===== config.mk =====
export PLATFORM = sky130hd
export DESIGN_NAME = hit_resolver
export DESIGN_NICKNAME = d
export VERILOG_FILES = /design/src/rtl/hit_resolver.sv
export SDC_FILE = /design/constraint.sdc
export NUM_CORES = 1
export LEC_CHECK = 0
export CORE_ASPECT_RATIO = 0.7
export CORE_MARGIN = 4
export CORE_UTILIZATION = 53
export DETAILED_ROUTE_END_ITERATION = 12
export PLACE_DENSITY = 0.79
export SKIP_LAST_GASP = 1
export SYNTH_ARGS = -nofsm -noshare
export SYNTH_HDL_FRONTEND = slang
export SYNTH_SLANG_ARGS = --single-unit

===== constraint.sdc =====
create_clock -name clk -period 2.2 [get_ports clk]
set_input_delay 0.66 -clock clk [delete_from_list [all_inputs] [get_ports clk]]
set_output_delay 0.66 -clock clk [all_outputs]
set_load 0.03 [all_outputs]

===== src/rtl/hit_resolver.sv =====
// hit_resolver: judges attack contact between two players, issues one-cycle
// hit/block pulses, runs a stun timer per player and a RUN/KO/DONE round FSM.
//
// Optional feature macro: HIT_RESOLVER_TRADE_EN
//   defined   -> simultaneous contacts (a trade) both resolve in the same cycle
//   undefined -> a trade is a clash: no pulses, no stun, both spent latches set
//
// Player indexing inside this file: index 0 is P1, index 1 is P2. For the
// per-player generate block, gi is the player in its own role; as an attacker
// it strikes player OPP, and as a defender it is struck by player OPP.
module hit_resolver #(
  parameter int HITSTUN_CYCLES   = 24,
  parameter int BLOCKSTUN_CYCLES = 12,
  parameter int KO_HOLD_CYCLES   = 60,
  parameter int CW               = 8
) (
  input  logic       clk,
  input  logic       rst,
  input  logic       p1_attack_active,
  input  logic       p2_attack_active,
  input  logic       p1_overlap,
  input  logic       p2_overlap,
  input  logic       p1_blocking,
  input  logic       p2_blocking,
  input  logic [2:0] p1_block_left,
  input  logic [2:0] p2_block_left,
  input  logic [2:0] p1_health,
  input  logic [2:0] p2_health,
  input  logic       round_restart,
  output logic       p1_hit,
  output logic       p2_hit,
  output logic       p1_block,
  output logic       p2_block,
  output logic       p1_stun,
  output logic       p2_stun,
  output logic       ko,
  output logic [1:0] winner,
  output logic       round_done
);

  // Round FSM encoding
  localparam logic [1:0] ST_RUN  = 2'd0;
  localparam logic [1:0] ST_KO   = 2'd1;
  localparam logic [1:0] ST_DONE = 2'd2;

  // Counter load values, sized to the counter width
  localparam logic [CW-1:0] HIT_LOAD   = CW'(HITSTUN_CYCLES);
  localparam logic [CW-1:0] BLOCK_LOAD = CW'(BLOCKSTUN_CYCLES);
  localparam logic [CW-1:0] HOLD_LOAD  = CW'(KO_HOLD_CYCLES);
  localparam logic [CW-1:0] CNT_ONE    = CW'(1);

  // Per-player views of the inputs
  logic [1:0] attack_active;
  logic [1:0] overlap;
  logic [1:0] blocking;
  logic [2:0] block_left [2];
  logic [2:0] health     [2];

  assign attack_active = {p2_attack_active, p1_attack_active};
  assign overlap       = {p2_overlap, p1_overlap};
  assign blocking      = {p2_blocking, p1_blocking};
  assign block_left[0] = p1_block_left;
  assign block_left[1] = p2_block_left;
  assign health[0]     = p1_health;
  assign health[1]     = p2_health;

  // Round FSM state
  logic [1:0]    state_reg, state_next;
  logic [CW-1:0] hold_reg, hold_next;
  logic [1:0]    winner_reg, winner_next;
  logic          ko_reg;
  logic          round_done_reg;

  // Per-player flags collected from the generate block
  logic [1:0] stun_vec;    // player is currently stunned
  logic [1:0] hit_vec;     // player took a clean hit last edge
  logic [1:0] block_vec;   // player blocked last edge
  logic [1:0] contact;     // player, as attacker, has a valid contact this cycle
  logic [1:0] resolve;     // player's contact actually lands this cycle

  logic in_run;
  logic restart;

  assign in_run  = (state_reg == ST_RUN);
  assign restart = (state_reg == ST_DONE) && round_restart;

  // Per-player attack, defence and stun logic
  for (genvar gi = 0; gi < 2; gi++) begin : g_player
    localparam int OPP = 1 - gi;

    logic          spent_reg;
    logic [CW-1:0] stun_timer_reg;
    logic [CW-1:0] stun_timer_next;
    logic          stun_reg;
    logic          hit_reg;
    logic          block_reg;
    logic          guard_ok;
    logic          struck;

    // Contact needs a fresh live attack on an unstunned opponent while
    // the attacker itself is free to act and the round is running.
    assign contact[gi] = attack_active[gi] & overlap[gi] & ~spent_reg &
                         ~stun_vec[OPP] & ~stun_vec[gi] & in_run;

`ifdef HIT_RESOLVER_TRADE_EN
    assign resolve[gi] = contact[gi];
`else
    assign resolve[gi] = contact[gi] & ~contact[OPP];
`endif

    // Defender side: a guard only holds while blocks remain
    assign struck   = resolve[OPP];
    assign guard_ok = blocking[gi] & (block_left[gi] != 3'd0);

    // Stun timer next value: restart clears, a landed strike loads, else count down to 0
    always_comb begin
      stun_timer_next = stun_timer_reg;
      if (restart) begin
        stun_timer_next = '0;
      end else if (struck) begin
        stun_timer_next = guard_ok ? BLOCK_LOAD : HIT_LOAD;
      end else if (stun_timer_reg != '0) begin
        stun_timer_next = stun_timer_reg - CNT_ONE;
      end
    end

    // Spent latch: one event per attack; a clash also consumes the attack
    always_ff @(posedge clk or negedge rst) begin
      if (!rst) begin
        spent_reg <= 1'b0;
      end else if (restart) begin
        spent_reg <= 1'b0;
      end else if (contact[gi]) begin
        spent_reg <= 1'b1;
      end else if (!attack_active[gi]) begin
        spent_reg <= 1'b0;
      end
    end

    // Stun timer, registered stun flag and event pulses for this defender
    always_ff @(posedge clk or negedge rst) begin
      if (!rst) begin
        stun_timer_reg <= '0;
        stun_reg       <= 1'b0;
        hit_reg        <= 1'b0;
        block_reg      <= 1'b0;
      end else begin
        stun_timer_reg <= stun_timer_next;
        stun_reg       <= (stun_timer_next != '0);
        hit_reg        <= struck & ~guard_ok;
        block_reg      <= struck & guard_ok;
      end
    end

    assign stun_vec[gi]  = stun_reg;
    assign hit_vec[gi]   = hit_reg;
    assign block_vec[gi] = block_reg;
  end

  // Round FSM next-state: RUN -> KO on any zero health, KO holds, DONE waits for restart
  always_comb begin
    state_next  = state_reg;
    hold_next   = hold_reg;
    winner_next = winner_reg;
    case (state_reg)
      ST_RUN: begin
        if ((health[0] == 3'd0) || (health[1] == 3'd0)) begin
          state_next  = ST_KO;
          hold_next   = HOLD_LOAD;
          // Bit 1 = P2 wins (P1 down), bit 0 = P1 wins (P2 down); both = double KO
          winner_next = {health[0] == 3'd0, health[1] == 3'd0};
        end
      end
      ST_KO: begin
        // The transition happens on the edge that brings the counter to 0
        if (hold_reg <= CNT_ONE) begin
          state_next = ST_DONE;
          hold_next  = '0;
        end else begin
          hold_next = hold_reg - CNT_ONE;
        end
      end
      ST_DONE: begin
        if (round_restart) begin
          state_next  = ST_RUN;
          winner_next = 2'b00;
        end
      end
      default: begin
        state_next  = ST_RUN;
        hold_next   = '0;
        winner_next = 2'b00;
      end
    endcase
  end

  // Round FSM registers and registered round outputs
  always_ff @(posedge clk or negedge rst) begin
    if (!rst) begin
      state_reg      <= ST_RUN;
      hold_reg       <= '0;
      winner_reg     <= 2'b00;
      ko_reg         <= 1'b0;
      round_done_reg <= 1'b0;
    end else begin
      state_reg      <= state_next;
      hold_reg       <= hold_next;
      winner_reg     <= winner_next;
      ko_reg         <= (state_next != ST_RUN);
      round_done_reg <= (state_next == ST_DONE);
    end
  end

  assign p1_hit     = hit_vec[0];
  assign p2_hit     = hit_vec[1];
  assign p1_block   = block_vec[0];
  assign p2_block   = block_vec[1];
  assign p1_stun    = stun_vec[0];
  assign p2_stun    = stun_vec[1];
  assign ko         = ko_reg;
  assign winner     = winner_reg;
  assign round_done = round_done_reg;

endmodule


==> results of run 1 <==
## synthesized netlist by cell type (all sizes together)
library cell,n
and2b,1
mux2i,1
a22o,2
xnor2,6
o311ai,4
a2111oi,1
and3b,1
or3,4
o31ai,4
ha,6
or4,2
buf,2
o21ai,14
xor2,7
nand3,6
o211ai,2
nor3,7
inv,11
o22ai,3
o41ai,1
nand2,19
dfrtp,38
nor4,6
or2,2
or3b,2
nand2b,4
a211o,1
nor2b,3
o21bai,1
and3,3
nor2,26
clkbuf,1
nand3b,2
nor3b,1
a21oi,9
and4,1
and2,3
a211oi,1
## worst register-to-register path, cell delays in order (launching register included)
cell     delay, ns
dfrtp_1       0.48
nor4_4        0.43
or3b_1        0.49
nand3_4       0.10
a21oi_2       0.04
a211o_1       0.26
## layer usage
layer | share of wire (%) | vias up | wire (microns)
li1 | - | 827 | -
met1 | 48 | 796 | 2060
met2 | 45 | 39 | 1920
met3 | 6.2 | 2 | 264
met4 | 0.40 | 0 | 17
met5 | 0 | - | 0
## layout make-up
class	count	area, sq um
clock buffer	5	68.8
clock inverter	2	10.0
fill	272	1070
inverter	11	41.3
multi-input combinational	156	991
sequential	38	951
tap	50	62.6
timing repair buffer	42	385
## per-stage QoR
stage	worst slack [ns]	power (uW)	TNS (ns)	utilization, %
4_1_cts	0.139	1240	0	70.1
5_1_grt	0.109	1280	0	70.1
3_3_place_gp	-0.0314	786	-0.0314	67.9
6_report	0.158	1220	0	70.1
2_1_floorplan	0.390	725	0	-
3_5_place_dp	-0.0814	788	-0.111	67.9
## power breakdown
part           internal (uW)  switching (uW)
Clock                    213             234
Sequential               700            1.35
Combinational           42.6            29.9
## final timing paths
check / from / end / cells after the start
worst max register to register: state_reg[0]$_DFF_PN0_ / p2_stun$_DFF_PN0_ / 5
worst min register to register: hold_reg[7]$_DFFE_PN0P_ / hold_reg[7]$_DFFE_PN0P_ / 1
worst max-delay path: p2_stun$_DFF_PN0_ / p2_stun / 1
min in group clk: hold_reg[7]$_DFFE_PN0P_ / hold_reg[7]$_DFFE_PN0P_ / 1
worst min-delay path: rst / p2_block$_DFF_PN0_ / 1
max in group asynchronous: rst / hold_reg[4]$_DFFE_PN0P_ / 2
## cells by family after synthesis
| kind of cell | after synthesis | share of synthesized area [%] |
|---|---|---|
| buf+inv | 14 | 3.36 |
| simple gates | 93 | 25.0 |
| compound gates | 43 | 14.4 |
| flops | 38 | 47.3 |
| fa+ha+maj | 6 | 3.74 |
| mux | 1 | 0.498 |
| xor+xnor | 13 | 5.67 |
==> impl_metrics.json, run 1 <==
{
  "maxSlewViolCount": 0,
  "synth_nets": 235,
  "cp.arrival_ns": 1.38,
  "cts_tree": "done",
  "via_per_inst": 5.47,
  "fmax_mhz": 490,
  "drc": 0,
  "rsz0062_at_grt": "false",
  "drv_cap": 0,
  "top_usage_layer": "met2",
  "htreeDepth": 2,
  "clk_pin_slew_ns": 0.08,
  "synth_top_cell_area_share_pct": 47.3,
  "holdWs_ns": 0.330,
  "diodes": 0,
  "crit_family": "buffers and inverters",
  "insertion_delay_ns": 0.29,
  "place_inst": 297,
  "power.leakage_uw": 0.00116,
  "clk_path_buf_depth": 2,
  "die_y_microns": 59.5,
  "area_delta_synth_final_pct": 24.9,
  "post_cts_resized": 0,
  "setup-violations-final": 0,
  "status": "complete, no violations",
  "gr-usage-met2_pct": 31.6,
  "routed_wirelength_mm": 4.26,
  "critPathCaptureType": "primary output",
  "dpl.hpwl_mm": 3.26,
  "clock-skew-final_ns": 0.00727,
  "critPathSlowestCell": "clkdlybuf4s50_1",
  "worstSetupStartpointType": "flip-flop",
  "fin_area_sq_um": 2510,
  "groute.usage.overall_pct": 20.4,
  "start_util_pct": 56.1,
  "period_needed_ns": 2.04,
  "stdcell_count": 304,
  "min_path_type": "primary input to async pin",
  "path_buf_inv": 1,
  "worstSetupPathType": "flip-flop to primary output",
  "tightest_slew_ns": 0.510,
  "ir_drop_mv": 0.438,
  "syn-instance-count": 208,
  "crit_chain": "clkdlybuf4s50_1",
  "yosysWarnings": 0,
  "coreArea_sq_um": 3580,
  "finalHoldViolations": 0,
  "ys_seq_area_share_pct": 47.3,
  "mostFrequentLayoutCells": "dfrtp_1 (38), clkdlybuf4s50_1 (29), nor2_1 (26)",
  "min_period_over_period_pct": 92.8,
  "final_common_cell": "dfrtp_1",
  "die-area_sq_um": 4860,
  "holdBufCountCts": 0,
  "numCtsBuffers": 5,
  "grt_pass1_wl_mm": 7.47,
  "largest_register_ffs": 16,
  "grt_overflow": 0,
  "antenna_found_initial": 0,
  "drtAntennaViolNets": 0,
  "port_buffers": 30,
  "crit_required_ns": 1.54,
  "powerDensity_nw_per_um2": 486,
  "syn_avg_cell_area_sq_um": 9.66,
  "cts_root_buf": "clkbuf_8",
  "crit_path_max_incr_delay_ns": 0.69,
  "routabilityCongestion": 0.892,
  "slew_headroom_pct": 66.0,
  "first_pass_iters": 4,
  "synth_top_cell_by_area": "dfrtp_1",
  "gr-usage-met3_pct": 6.38,
  "die-width_microns": 81.6,
  "drive_gt1_share_pct": 11.0,
  "placed_cell_area_sq_um": 2430,
  "ys_types": 44,
  "rrSetupSlack_ns": 0.29,
  "grt_pass1_vias": 1635,
  "met1_usage_pct": 28.3,
  "cts.sinks": 38,
  "wire_per_inst_microns": 14.0,
  "grt_max_degree": 22,
  "fin_nets": 281,
  "ys_top_cells_by_area": "dfrtp_1 (47%), nor2_1 (4.9%), ha_1 (3.7%), nand2_1 (3.5%), o21ai_0 (3.5%)",
  "ios": 31,
  "vias": 1664,
  "first_iter_violations": 81,
  "synth_area_sq_um": 2010,
  "cts_setup_buffers": 0,
  "ys_seq_elements": 38,
  "critPathMaxFanout": 2,
  "row_count": 18
}
Power figures use the tool's default switching activity.
==> inputs of run 2 (changes only) <==
- ABC_AREA: unset -> 1
- CORE_UTILIZATION: 53 -> 54
- REMOVE_ABC_BUFFERS: unset -> 1
- SKIP_CTS_REPAIR_TIMING: unset -> 1
==> impl_metrics.json, run 2 <==
{
  "grt_overflow": 0,
  "via_per_inst": 4.93,
  "rsz0062_at_grt": "false",
  "synth_top_cell_by_area": "dfrtp_1",
  "crit_chain": "clkdlybuf4s50_1",
  "grt_max_degree": 39,
  "yosys-top-cells-count": "nand2_1 (75), inv_1 (50), dfrtp_1 (38), nor2_1 (36), nand3_1 (21)",
  "drtAntennaViolNets": 0,
  "ys_types": 29,
  "multi_input_area_sq_um": 1040,
  "finalPower_uw": 3470,
  "cp.arrival_ns": 1.39,
  "min_path_type": "primary input to async pin",
  "period_needed_ns": 2.05,
  "cts_root_buf": "clkbuf_8",
  "routed_wirelength_mm": 4.87,
  "routabilityCongestion": 0.985,
  "drc": 0,
  "setup-violations-final": 0,
  "fmax_mhz": 488,
  "die-width_microns": 84.2,
  "first_pass_iters": 4,
  "numCtsBuffers": 5,
  "critPathCaptureType": "primary output",
  "slew_headroom_pct": 68.0,
  "power.leakage_uw": 0.00145,
  "die-area_sq_um": 5160,
  "synthFlopType": "dfrtp_1",
  "finalSetupTns_ns": 0,
  "syn_avg_cell_area_sq_um": 7.64,
  "synth_top_cell_area_share_pct": 43.4,
  "final_common_cell": "nand2_1",
  "first_iter_violations": 142,
  "status": "complete, no violations",
  "insertion_delay_ns": 0.30,
  "min_period_over_period_pct": 93.2,
  "critPathMaxFanout": 2,
  "groute.usage.overall_pct": 20.9,
  "synth.most_common_cell": "nand2_1",
  "wire_per_inst_microns": 12.8,
  "crit_family": "buffers and inverters",
  "grt_pass1_vias": 1790,
  "row_count": 19,
  "vias": 1872,
  "ios": 31,
  "seqCellArea_sq_um": 951,
  "ys_top_cells_by_area": "dfrtp_1 (43%), nand2_1 (13%), inv_1 (8.6%), nor2_1 (6.2%), nand3_1 (4.8%)",
  "cts_tree": "done",
  "finalHoldViolations": 0,
  "die_y_microns": 61.3,
  "powerDensity_nw_per_um2": 1290,
  "drv_cap": 0,
  "syn-instance-count": 287,
  "worstSetupPathType": "flip-flop to primary output",
  "coreArea_sq_um": 3920,
  "gr-usage-met3_pct": 5.21,
  "start_util_pct": 55.9,
  "synth_edf_count": 0,
  "met1_usage_pct": 29.7,
  "fin_nets": 354,
  "area_delta_synth_final_pct": 22.5,
  "dpl.hpwl_mm": 3.85,
  "path_buf_inv": 1,
  "htreeDepth": 2,
  "critPathSlowestCell": "clkdlybuf4s50_1",
  "mostFrequentLayoutCells": "nand2_1 (75), inv_1 (50), dfrtp_1 (38)",
  "drive_gt1_share_pct": 12.8,
  "yosysWarnings": 0,
  "place_inst": 372,
  "clock-skew-final_ns": 0.00864,
  "crit_path_max_incr_delay_ns": 0.69,
  "gr-usage-met2_pct": 31.0,
  "clk_path_buf_depth": 2,
  "maxSlewViolCount": 0,
  "ir_drop_mv": 1.00,
  "antenna_found_initial": 0,
  "largest_register_ffs": 16,
  "stdcell_count": 380,
  "worstSetupStartpointType": "flip-flop",
  "synth_area_sq_um": 2190,
  "clk_pin_slew_ns": 0.08,
  "diodes": 0,
  "top_usage_layer": "met2",
  "port_buffers": 30,
  "ys_seq_elements": 38,
  "n_fill_cell": 335,
  "ys_seq_area_share_pct": 43.4,
  "cts.sinks": 38,
  "tightest_slew_ns": 0.480,
  "grt_pass1_wl_mm": 8.31,
  "async_reset_ff_share_pct": 100,
  "crit_required_ns": 1.54
}
## run 2: cell types whose count changed after synthesis, sizes merged, moves of 4 or more
cell,previous run,this run
nand3,6,24
nor3,7,1
a21oi,9,4
or3,4,0
nand2,19,84
nor4,6,0
o21ai,14,9
inv,11,54
xor2,7,2
o311ai,4,0
nor2,26,46
## run 2: cells by family (layout without fill, tap and decap cells)
group                      after synthesis  in the layout  synth area share [%]
xor gates and xnor gates                 6              6                  2.40
DFF                                     38             38                  43.4
and+or+nand+nor                        160            160                  34.7
adders and majority gates                6              6                  3.42
buffers and inverters                   54             95                  9.25
AOI/OAI and AO/OA                       23             23                  6.85
## run 2: path summary, 6_finish.rpt
| kind | start | end | slack [ns] | cells after the start |
|---|---|---|---|---|
| worst max-delay path | p1_stun$_DFF_PN0_ | p1_stun | 0.15 | 1 |
| worst min-delay path | rst | g_player[0].stun_timer_reg[0]$_DFF_PN0_ | 0.41 | 2 |
| worst max register to register | g_player[0].stun_timer_reg[0]$_DFF_PN0_ | p1_stun$_DFF_PN0_ | 0.63 | 11 |
| worst min register to register | winner[1]$_DFFE_PN0P_ | winner[1]$_DFFE_PN0P_ | 0.54 | 1 |
| max in group asynchronous | rst | hold_reg[5]$_DFFE_PN0P_ | 1.46 | 2 |
| min in group clk | winner[1]$_DFFE_PN0P_ | winner[1]$_DFFE_PN0P_ | 0.54 | 1 |
## run 2: layer usage
| metal | vias up | wire length, microns |
|---|---|---|
| li1 | 962 | - |
| met1 | 843 | 2440 |
| met2 | 60 | 2000 |
| met3 | 7 | 357 |
| met4 | 0 | 73 |
| met5 | - | 0 |
## run 2: through the flow
step	instance area, sq um	util [%]	hold WS [ns]	setup WS (ns)
after floorplan	2190	-	0.364	0.648
after global placement	2570	65.6	0.482	0.0721
after detailed placement	2570	65.6	0.518	0.0267
after CTS	2690	68.5	0.421	0.157
after global routing	2690	68.5	0.434	0.126
final	2690	68.5	0.406	0.149
## run 2: power breakdown
| group | switching (uW) | internal, uW |
|---|---|---|
| clock network | 244 | 316 |
| logic | 1080 | 629 |
| registers | 239 | 967 |
| total | 1560 | 1910 |
## run 2: cell type report
class / count / area share [%]
clock buffer: 8 / 4.10
sequential: 38 / 35.4
multi-input combinational: 195 / 38.7
inverter: 54 / 7.55
tap: 52 / 2.42
timing repair buffer: 33 / 11.8
==> inputs of run 3 (changes only) <==
- CTS_CLUSTER_SIZE: unset -> 10
==> results of run 3 <==
Same layout as run 2: the final DEF is identical, and so are final timing and power.
